$ cat config.mk
export PLATFORM = sky130hd
export DESIGN_NAME = core_lbuf_feeder
export DESIGN_NICKNAME = d
export VERILOG_FILES = /design/src/rtl/core_lbuf_feeder.sv
export SDC_FILE = /design/constraint.sdc
export NUM_CORES = 1
export LEC_CHECK = 0
export BUFFER_PORTS_ARGS = -buffer_cell sky130_fd_sc_hd__buf_2
export CORE_MARGIN = 10
export CORE_UTILIZATION = 63
export CTS_BUF_LIST = sky130_fd_sc_hd__clkbuf_4 sky130_fd_sc_hd__clkbuf_8 sky130_fd_sc_hd__clkbuf_16
export CTS_CLUSTER_DIAMETER = 40
export DETAILED_ROUTE_END_ITERATION = 12
export GPL_TIMING_DRIVEN = 0
export PLACE_DENSITY = 0.86
export SKIP_CTS_REPAIR_TIMING = 1
export SLEW_MARGIN = 20
export SYNTH_ARGS = -nofsm -noshare
export SYNTH_HDL_FRONTEND = slang
export SYNTH_SLANG_ARGS = --single-unit
$ cat constraint.sdc
create_clock -name clk -period 14.1 [get_ports clk]
set_clock_uncertainty 0.1 [all_clocks]
set_input_delay 2.82 -clock clk [delete_from_list [all_inputs] [get_ports clk]]
set_output_delay 2.82 -clock clk [all_outputs]
set_load 0.05 [all_outputs]
$ cat src/rtl/core_lbuf_feeder.sv
// core_lbuf_feeder: streams a rows x cols tile from core memory into LBUF under back-pressure (optional perf counters via CORE_LBUF_FEEDER_PERF_EN)
module core_lbuf_feeder #(
  parameter int GBUS_ADDR = 12,
  parameter int CNT_W     = 10,
  parameter int DRAIN_CYC = 2
) (
  input  logic                 clk,
  input  logic                 rst,
  input  logic                 cfg_start,
  input  logic                 cfg_abort,
  input  logic [GBUS_ADDR-1:0] cfg_base,
  input  logic [CNT_W-1:0]     cfg_cols,
  input  logic [CNT_W-1:0]     cfg_rows,
  input  logic [GBUS_ADDR-1:0] cfg_stride,
  input  logic                 lbuf_almost_full,
  input  logic                 lbuf_full,
  output logic                 cmem_ren,
  output logic [GBUS_ADDR-1:0] cmem_raddr,
  output logic                 busy,
  output logic                 done
`ifdef CORE_LBUF_FEEDER_PERF_EN
  ,
  output logic [31:0]          perf_stall,
  output logic [31:0]          perf_reads
`endif
);
  localparam int DW = $clog2(DRAIN_CYC + 1);
  typedef enum logic [2:0] {IDLE, ISSUE, WAIT, DRAIN, DONE} state_t;
  state_t state, nstate;
  logic [GBUS_ADDR-1:0] base_q, stride_q, row_base, cur_base, cur_stride;
  logic [CNT_W-1:0] cols_q, rows_q, col, row, cur_col, cur_row, cur_cols;
  logic [DW-1:0] dcnt;
  logic blk, accept, all_issued, issue, wrap, idle;
  assign blk        = lbuf_almost_full | lbuf_full;
  assign idle       = state == IDLE;
  assign accept     = idle & cfg_start & ~cfg_abort;
  assign all_issued = row == rows_q;
  // The job's first word is issued straight from cfg_* on the accepting edge, so the counters are muxed with the live config in IDLE
  assign cur_base   = idle ? cfg_base : row_base;
  assign cur_stride = idle ? cfg_stride : stride_q;
  assign cur_cols   = idle ? cfg_cols : cols_q;
  assign cur_col    = idle ? '0 : col;
  assign cur_row    = idle ? '0 : row;
  assign wrap       = cur_col == cur_cols - 1'b1;
  assign issue      = ~cfg_abort & ((accept & |cfg_rows & |cfg_cols) | (state == ISSUE & ~blk & ~all_issued));
  // State register
  always_ff @(posedge clk)
    if (rst) state <= IDLE;
    else     state <= nstate;
  // Next-state logic; abort overrides everything
  always_comb begin
    nstate = state;
    case (state)
      IDLE:    nstate = cfg_start ? ((|cfg_rows & |cfg_cols) ? ISSUE : DONE) : IDLE;
      ISSUE:   nstate = all_issued ? DRAIN : (blk ? WAIT : ISSUE);
      WAIT:    nstate = blk ? WAIT : ISSUE;
      DRAIN:   nstate = dcnt == DW'(DRAIN_CYC - 1) ? DONE : DRAIN;
      default: nstate = IDLE;
    endcase
    if (cfg_abort) nstate = IDLE;
  end
  // Status outputs decoded from state
  always_comb begin
    busy = state != IDLE;
    done = state == DONE;
  end
  // Registered read channel, shadow config and tile walk counters
  always_ff @(posedge clk)
    if (rst | cfg_abort) begin
      cmem_ren   <= 1'b0;
      cmem_raddr <= '0;
      base_q     <= '0;
      stride_q   <= '0;
      cols_q     <= '0;
      rows_q     <= '0;
      row_base   <= '0;
      col        <= '0;
      row        <= '0;
      dcnt       <= '0;
    end else begin
      cmem_ren <= issue;
      dcnt     <= state == DRAIN ? dcnt + 1'b1 : '0;
      if (accept) begin
        base_q   <= cfg_base;
        stride_q <= cfg_stride;
        cols_q   <= cfg_cols;
        rows_q   <= cfg_rows;
      end
      if (issue) begin
        cmem_raddr <= cur_base + GBUS_ADDR'(cur_col);
        col        <= wrap ? '0 : cur_col + 1'b1;
        row        <= cur_row + CNT_W'(wrap);
        row_base   <= wrap ? cur_base + cur_stride : cur_base;
      end
    end
`ifdef CORE_LBUF_FEEDER_PERF_EN
  logic stall;
  assign stall = state == WAIT | (state == ISSUE & blk & ~all_issued);
  // Saturating stall and read counters, restarted by each accepted job
  always_ff @(posedge clk)
    if (rst | accept) begin
      perf_stall <= '0;
      perf_reads <= '0;
    end else begin
      if (stall & ~&perf_stall)    perf_stall <= perf_stall + 1'b1;
      if (cmem_ren & ~&perf_reads) perf_reads <= perf_reads + 1'b1;
    end
`endif
endmodule

Word level (Yosys, flattened, before mapping)
Index checks and enable logic that the tools add are counted.
- input port bits: 50
- register bits: 82
- output and inout port bits: 15
- bitwise logic cells: 15
- equality and inequality tests: 7
- add/subtract/negate cells: 6
- reduce and logical (&&, ||, !) cells: 6
- multiplexer cells: 13
- operators by type and width (operator ; count):
    10-bit 2-to-1 mux ; 4
    12-bit 2-to-1 mux ; 3
    10-bit equality test ; 2
    10-bit OR reduction ; 2
    12-bit by 10-bit adder with 12-bit output ; 1
    12-bit adder ; 1
    3-bit 2-to-1 mux ; 4
    3-bit one-hot mux with 4 select lines ; 1
    10-bit by 1-bit adder with 10-bit output ; 1
    10-bit by 1-bit adder with 10-bit output, second input constant ; 1
    10-bit by 1-bit subtractor with 10-bit output, second input constant ; 1
    1-bit AND ; 8
    3-bit by 2-bit equality test with 1-bit output, second input constant ; 2
    1-bit inverter ; 4
    2-bit OR reduction ; 2
    3-bit by 1-bit equality test with 1-bit output, second input constant ; 1
    3-bit equality test, second input constant ; 1
    3-bit logical NOT ; 1
    1-bit bitwise OR ; 3
    3-bit nonzero test ; 1
    2-bit by 1-bit adder with 2-bit output, second input constant ; 1
    2-bit by 1-bit equality test with 1-bit output, second input constant ; 1
    2-bit 2-to-1 mux ; 1

Longest topological paths before layout
Gate-level depths: netlist (run 1).
- depth after elaboration: 7
- gate-level depth with buffers: 21
- depth with buffers taken out: 15

Worst setup path after synthesis (run 1)
OpenSTA, ideal clock, no wires.
- path type: in2reg
- from: input port cfg_cols[0]
- to: register row[8]
- data arrival time: 5607 ps
- stages on the path: 16
- data required time: 13935 ps
- path buffers: 2
- setup slack: 8328 ps
- library setup time: 65 ps
- cell sequence: mux2i_1 > ha_1 > nor3b_1 > xnor2_1 > nor3_1 > a21oi_1 > nor4_1 > buf_2 > buf_2 > ha_1 > ha_1 > nand3_1 > nor4_1 > nand4_1 > mux2_2 > nor2_1
- cells in the longest elaborated chain, start to end: 4
- elaborated cells on any way between the ends: 8
- those cells by class: 2 x add/sub; 1 x eq/ne; 1 x mux; 3 x bitwise; 1 x reduce/logical
- RTL lines (element ; line ; source):
    start: declaration ; 12 ; input logic [CNT_W-1:0] cfg_cols,
    10-bit 2-to-1 mux or 10-bit OR reduction (tied branches) ; 41, 45 ;
    10-bit by 1-bit subtractor with 10-bit output or 1-bit AND (tied branches) ; 44, 45 ;
    10-bit equality test or 1-bit bitwise OR (tied branches) ; 44, 45 ;
    10-bit by 1-bit adder with 10-bit output or 1-bit AND (tied branches) ; 92, 45 ;
    end signal: assignment ; 92 ; row <= cur_row + CNT_W'(wrap);
    end: declaration ; 31 ; logic [CNT_W-1:0] cols_q, rows_q, col, row, cur_col, cur_row, cur_cols;
Parallel ways exist; a longest one is shown, timed or not.
A chain may end at the register's enable or synchronous reset.

Worst setup path after layout (run 1)
Same ends and word-level chain as after synthesis.

==> flow_metrics.py, run 1 <==
metrics = {
    "synth": {
        "syn_avg_cell_area_um2": 7.32,
        "ys.flop_type": "dfxtp_1",
        "ys_ff_latch": 82,
        "ys_top_cells_by_area": "dfxtp_1 32%, nand2_1 14%, a21oi_1 6.8%",
        "synth_edf_count": 0,
        "yosysMostFrequentCell": "nand2_1",
        "netlist-cell-type-count": 52,
        "yosysSeqAreaShare": 0.323,
        "yosys_warnings": 0,
        "syn_inst": 695,
        "synthesis.nets": 773,
        "syn_area_um2": 5090,
        "synth_common_cells": "184 x nand2_1, 82 x dfxtp_1, 69 x a21oi_1, 42 x nor2_1, 37 x xnor2_1",
        "async_reset_ff_frac": 0,
        "synth_top_area_frac": 0.323,
        "synth_top_cell_by_area": "dfxtp_1",
    },
    "die": {
        "die_y_um": 110,
        "start_util": 0.652,
        "row_count": 32,
        "core_um2": 7810,
        "die_x_um": 110,
        "ios": 65,
        "die_area_um2": 12100,
    },
    "timing": {
        "worst_pin_slew_ps": 790,
        "setup_viol": 0,
        "final-hold-violation-count": 0,
        "post-route-period-util": 0.448,
        "post-route-min-period_ps": 6320,
        "setup-tns-final_ps": 0,
        "slew-limit-headroom": 0.469,
        "fin_ws_ps": 7780,
        "drv_slew": 0,
        "fmax_mhz": 158,
        "rsz0062_at_grt": "no",
    },
    "run_status": {
        "status": "complete, no violations",
    },
    "cells_and_area": {
        "fillers": 635,
        "antenna_cells": 0,
        "ff_latch_area_um2": 1640,
        "nets": 848,
        "multi_input_comb_area_um2": 3260,
        "final_util": 0.736,
        "syn2layout_area_growth_pct": 12.9,
        "final_area_um2": 5740,
        "drive_above_1_share": 0.126,
    },
    "critical_path": {
        "critPathLaunchType": "input port",
        "cp_max_fo": 10,
        "required_ps": 14310,
        "crit_type": "in -> reg",
        "crit_path_end_kind": "flop",
        "cp.arrival_ps": 6530,
        "ff2ff_path_depth": 21,
    },
    "grt": {
        "track_usage": 0.243,
        "antenna_found_initial": 0,
        "grt_overflow": 0,
        "grt_max_degree": 16,
        "grt_pass1_vias": 5073,
        "grt_pass1_wl_um": 23800,
    },
    "placed_design": {
        "dpl_cell_area_um2": 5540,
        "hpwl_um": 11300,
        "port_buffers": 64,
        "gp_congestion": 0.939,
        "dp_slack_ps": 7520,
    },
    "detailed_routing": {
        "drt-total-wl_um": 15000,
        "ant_nets": 0,
        "wl_per_cell_um": 17.1,
        "drtIter0Drc": 586,
        "dr.pass1.iters": 9,
        "via_per_inst": 6.13,
        "drc": 0,
        "vias": 5372,
    },
    "clocking": {
        "numCtsBuffers": 9,
        "cts.clk_slew.worst_paths_ps": 90,
        "cts_tree": "built",
        "ctsRootBufferMaster": "clkbuf_8",
        "clk-insertion-delay-late_ps": 370,
        "clockBufferDepth": 2,
        "clock-sinks": 82,
        "htree_levels": 3,
    },
    "pwr": {
        "pwr-share-comb": 0.216,
        "p_clk_frac": 0.340,
        "switchingPower_mw": 0.176,
        "power.density_nw_per_um2": 94.9,
        "peakVddDrop_mv": 0.0477,
        "switching_share": 0.323,
        "seqPwrFrac": 0.444,
        "cell_internal_pwr_mw": 0.369,
        "p_leak_nw": 2.40,
    },
    "min_path": {
        "hold_class": "reg -> reg",
        "hold_path_depth": 1,
    },
    "job": {
        "maxCapViolCount": 0,
    },
}
[power groups by stage]
stage,registers (mW),clock network [mW],logic (mW)
4_1_cts,0.242,0.183,0.115
3_3_place_gp,0.247,0,0.110
3_5_place_dp,0.247,0,0.114
2_1_floorplan,0.251,0,0.0759
6_report,0.242,0.185,0.118
5_1_grt,0.243,0.193,0.128
[kinds of logic after synthesis]
| kind of cell | after synthesis | synth area share |
|---|---|---|
| xor gates and xnor gates | 46 | 0.0792 |
| AOI/OAI and AO/OA | 151 | 0.174 |
| and+or+nand+nor | 328 | 0.290 |
| buffers and inverters | 48 | 0.0369 |
| adders and majority gates | 28 | 0.0718 |
| DFF | 82 | 0.323 |
| muxes | 12 | 0.0253 |
[placed cells by master (no fill, tap or decap), types with 12 or more instances in the layout]
master / netlist / routed
nor4_1: 12 / 12
dfxtp_1: 82 / 82
nor2_1: 42 / 42
and2_1: 13 / 13
nor3_1: 21 / 21
clkbuf_1: 31 / 31
nand2_1: 184 / 184
buf_2: 6 / 70
ha_1: 26 / 26
nand3_1: 17 / 17
a31oi_1: 14 / 14
a21oi_1: 69 / 69
o21ai_0: 29 / 29
xnor2_1: 37 / 37
[worst paths after layout]
kind                     from       to  slack [ps]
hold reg to reg       dcnt[0]  dcnt[0]         330
setup reg to reg     state[0]   row[8]        7990
setup / recovery  cfg_cols[0]   row[8]        7780
hold / removal        dcnt[0]  dcnt[0]         330
[critical path, stage by stage]
cell,delay [ps]
buf_2,140
mux2i_1,140
ha_1,270
nor3b_1,250
xnor2_1,90
nor3_1,190
a21oi_1,120
nor4_1,400
buf_2,290
buf_2,250
ha_1,220
ha_1,180
nand3_1,100
nor4_1,470
nand4_1,190
mux2_2,310
nor2_1,80
[metrics by stage]
step / hold WS (ps) / std cells / total power, mW
2_1_floorplan: 299 / 695 / 0.327
3_3_place_gp: 308 / 861 / 0.357
3_5_place_dp: 321 / 861 / 0.361
4_1_cts: 335 / 877 / 0.540
5_1_grt: 352 / 877 / 0.564
6_report: 327 / 877 / 0.545
[sequential cells by signal, indices dropped and copies added (netlist names)]
signal / flops
cmem_raddr: 12
row_base: 12
stride_q: 12
col: 10
cols_q: 10
row: 10
rows_q: 10
state: 3
dcnt: 2
cmem_ren: 1
[metal layers]
metal  vias up  part of all wire  global-route usage
li1       2569                 -                   -
met1      2479              0.42               0.310
met2       267              0.46               0.383
met3        57             0.085              0.0433
met4         0             0.039               0.131
met5         -                 0                   0
[final cells by class]
cell class / count / area share
flip-flops and latches: 82 / 0.286
plain buffers: 37 / 0.0255
repair buffers: 64 / 0.0558
well taps: 102 / 0.0222
clock buffers: 10 / 0.0240
multi-input cells: 565 / 0.567
clock inverters: 6 / 0.0124
inverters: 11 / 0.00719
(Power assumes the default switching activity.)
==> run 2: changes to the inputs <==
--- a/config.mk
+++ b/config.mk
@@ -5,14 +5,15 @@
 export SDC_FILE = /design/constraint.sdc
 export NUM_CORES = 1
 export LEC_CHECK = 0
+export ABC_AREA = 1
 export BUFFER_PORTS_ARGS = -buffer_cell sky130_fd_sc_hd__buf_2
 export CORE_MARGIN = 10
-export CORE_UTILIZATION = 63
+export CORE_UTILIZATION = 54
 export CTS_BUF_LIST = sky130_fd_sc_hd__clkbuf_4 sky130_fd_sc_hd__clkbuf_8 sky130_fd_sc_hd__clkbuf_16
 export CTS_CLUSTER_DIAMETER = 40
 export DETAILED_ROUTE_END_ITERATION = 12
 export GPL_TIMING_DRIVEN = 0
-export PLACE_DENSITY = 0.86
+export PLACE_DENSITY = 0.78
 export SKIP_CTS_REPAIR_TIMING = 1
 export SLEW_MARGIN = 20
 export SYNTH_ARGS = -nofsm -noshare
==> constraint.sdc (replaced) <==
create_clock -name clk -period 5.63 [get_ports clk]
set_clock_uncertainty 0.1 [all_clocks]
set_input_delay 1.126 -clock clk [delete_from_list [all_inputs] [get_ports clk]]
set_output_delay 1.126 -clock clk [all_outputs]
set_load 0.05 [all_outputs]
==> flow_metrics.py, run 2 <==
metrics = {
    "run_status": {
        "status": "complete, no violations",
    },
    "timing": {
        "post-route-min-period_ps": 4270,
        "drv_slew": 0,
        "setup_viol": 0,
        "final-hold-violation-count": 0,
        "rsz0062_at_grt": "no",
        "fin_ws_ps": 1360,
        "fmax_mhz": 234,
        "post-route-period-util": 0.759,
        "slew-limit-headroom": 0.570,
        "setup-tns-final_ps": 0,
        "worst_pin_slew_ps": 642,
    },
    "critical_path": {
        "ff2ff_setup_slack_ps": 1510,
        "crit_type": "in -> reg",
        "slowest_delay_ps": 260,
        "reg2reg_from": "state[1]",
        "crit_top_cell": "nand2_1",
        "critPathLaunchType": "input port",
        "cp_slowest_cell": "nor2_4",
        "crit_path_end_kind": "flop",
        "required_ps": 5790,
        "ff2ff_path_depth": 18,
        "cp.arrival_ps": 4430,
        "cp_max_fo": 10,
        "worstReg2RegEnd": "row_base[11]",
    },
    "cells_and_area": {
        "drive_above_1_share": 0.140,
        "nets": 1013,
        "final_common_cell": "nand2_1",
        "syn2layout_area_growth_pct": 12.3,
        "final_util": 0.621,
        "largestRegisters": "cmem_raddr (12), row_base (12), stride_q (12)",
        "mostFrequentLayoutCells": "180 x nand2_1, 111 x inv_1, 86 x o21ai_0, 82 x a21oi_1, 82 x dfxtp_1",
        "fillers": 1047,
        "finalNonFillerCells": 1076,
        "antenna_cells": 0,
    },
    "die": {
        "core_um2": 10300,
        "row_count": 37,
        "ios": 65,
        "start_util": 0.553,
        "die_y_um": 123,
        "die_area_um2": 15000,
        "die_x_um": 123,
    },
    "synth": {
        "synth_common_cells": "180 x nand2_1, 111 x inv_1, 86 x o21ai_0, 82 x a21oi_1, 82 x dfxtp_1",
        "ys_ff_latch": 82,
        "yosys_warnings": 0,
        "yosysMostFrequentCell": "nand2_1",
        "ys.flop_type": "dfxtp_1",
        "synth_top_area_frac": 0.289,
        "yosysSeqAreaShare": 0.289,
        "synth_top_cell_by_area": "dfxtp_1",
        "netlist-cell-type-count": 43,
        "synth_edf_count": 0,
        "ys_top_cells_by_area": "dfxtp_1 29%, nand2_1 12%, o21ai_0 7.6%",
        "syn_area_um2": 5690,
        "syn_avg_cell_area_um2": 6.61,
        "async_reset_ff_frac": 0,
        "syn_inst": 860,
        "synthesis.nets": 938,
    },
    "min_path": {
        "hold_path_depth": 1,
        "hp-start": "dcnt[0]",
        "hold_class": "reg -> reg",
        "worstHoldEndpoint": "dcnt[0]",
    },
    "clocking": {
        "htree_levels": 3,
        "clk-insertion-delay-late_ps": 380,
        "clockBufferDepth": 2,
        "ctsRootBufferMaster": "clkbuf_8",
        "cts_tree": "built",
        "clock-sinks": 82,
        "cts.clk_slew.worst_paths_ps": 100,
        "numCtsBuffers": 9,
    },
    "placed_design": {
        "gp_congestion": 0.963,
        "hpwl_um": 12400,
        "dp_cells": 1060,
        "port_buffers": 64,
        "dp_slack_ps": 969,
    },
    "detailed_routing": {
        "drtIter0Drc": 465,
        "dr.pass1.iters": 7,
        "drt-total-wl_um": 15600,
        "m1WireLength_um": 7080,
        "vias": 5774,
        "via_per_inst": 5.37,
        "ant_nets": 0,
        "drc": 0,
        "dr_wl_met2_um": 7190,
        "dr_wl_met3_um": 1030,
        "top_layer_used": "met4",
        "wl_per_cell_um": 14.5,
    },
    "grt": {
        "grt_max_degree": 16,
        "grt_pass1_wl_um": 26000,
        "grt_overflow": 0,
        "grt_pass1_vias": 5468,
        "track_usage": 0.213,
        "antenna_found_initial": 0,
    },
    "pwr": {
        "p_total_mw": 1.46,
        "p_leak_nw": 2.89,
        "power.density_nw_per_um2": 229,
        "peakVddDrop_mv": 0.144,
    },
    "job": {
        "maxCapViolCount": 0,
    },
}
[run 2: kinds of logic (layout without fill, tap and decap cells)]
logic type | after synthesis | in the layout | synth area share
AND/OR/NAND/NOR | 376 | 376 | 0.305
flip-flops | 82 | 82 | 0.289
adder cells (fa/ha/maj) | 28 | 28 | 0.0642
AO/OA/AOI/OAI | 188 | 188 | 0.174
buffers and inverters | 147 | 227 | 0.108
XOR/XNOR | 39 | 39 | 0.0601
[run 2: worst max path at each step]
stage | from | cells past startpoint | end | slack (ps)
6_report | cfg_cols[0] | 25 | row[8] | 1360
5_1_grt | cfg_cols[0] | 25 | row[8] | 940
4_1_cts | cfg_cols[0] | 23 | row[8] | 1380
3_5_place_dp | cfg_cols[0] | 25 | row[8] | 970
3_3_place_gp | cfg_cols[0] | 23 | row[8] | 1000
2_1_floorplan | cfg_cols[0] | 24 | row[8] | 1530
[run 2: layer usage]
| metal | vias up | global-route usage |
|---|---|---|
| li1 | 2975 | - |
| met1 | 2596 | 0.274 |
| met2 | 176 | 0.349 |
| met3 | 27 | 0.0399 |
| met4 | 0 | 0.0736 |
| met5 | - | 0 |
[run 2: critical path: cells and delay by family]
| kind | cells | cell delay, ps |
|---|---|---|
| adders and majority gates | 3 | 560 |
| xor gates and xnor gates | 1 | 180 |
| AOI/OAI and AO/OA | 1 | 50 |
| buffers and inverters | 5 | 490 |
| and+or+nand+nor | 15 | 2030 |
[run 2: final cells by class]
cell class	count	area (um2)	area share
Inverter	118	443	0.0694
Buffer	29	171	0.0268
Timing Repair Buffer	64	320	0.0502
Sequential cell	82	1640	0.257
Tap cell	136	170	0.0266
Clock buffer	10	138	0.0216
Multi-Input combinational cell	631	3430	0.537
Clock inverter	6	71.3	0.0112
[run 2: power breakdown]
part,internal (mW),switching [mW]
Sequential,0.600,0.0107
Combinational,0.128,0.254
Clock,0.221,0.248
Total,0.949,0.513
[run 2: per-stage QoR]
step / instance area [um2] / hold slack [ps]
after floorplan: 5690 / 297
after global placement: 6180 / 308
after detailed placement: 6180 / 317
after CTS: 6390 / 332
after global routing: 6390 / 350
final: 6390 / 330
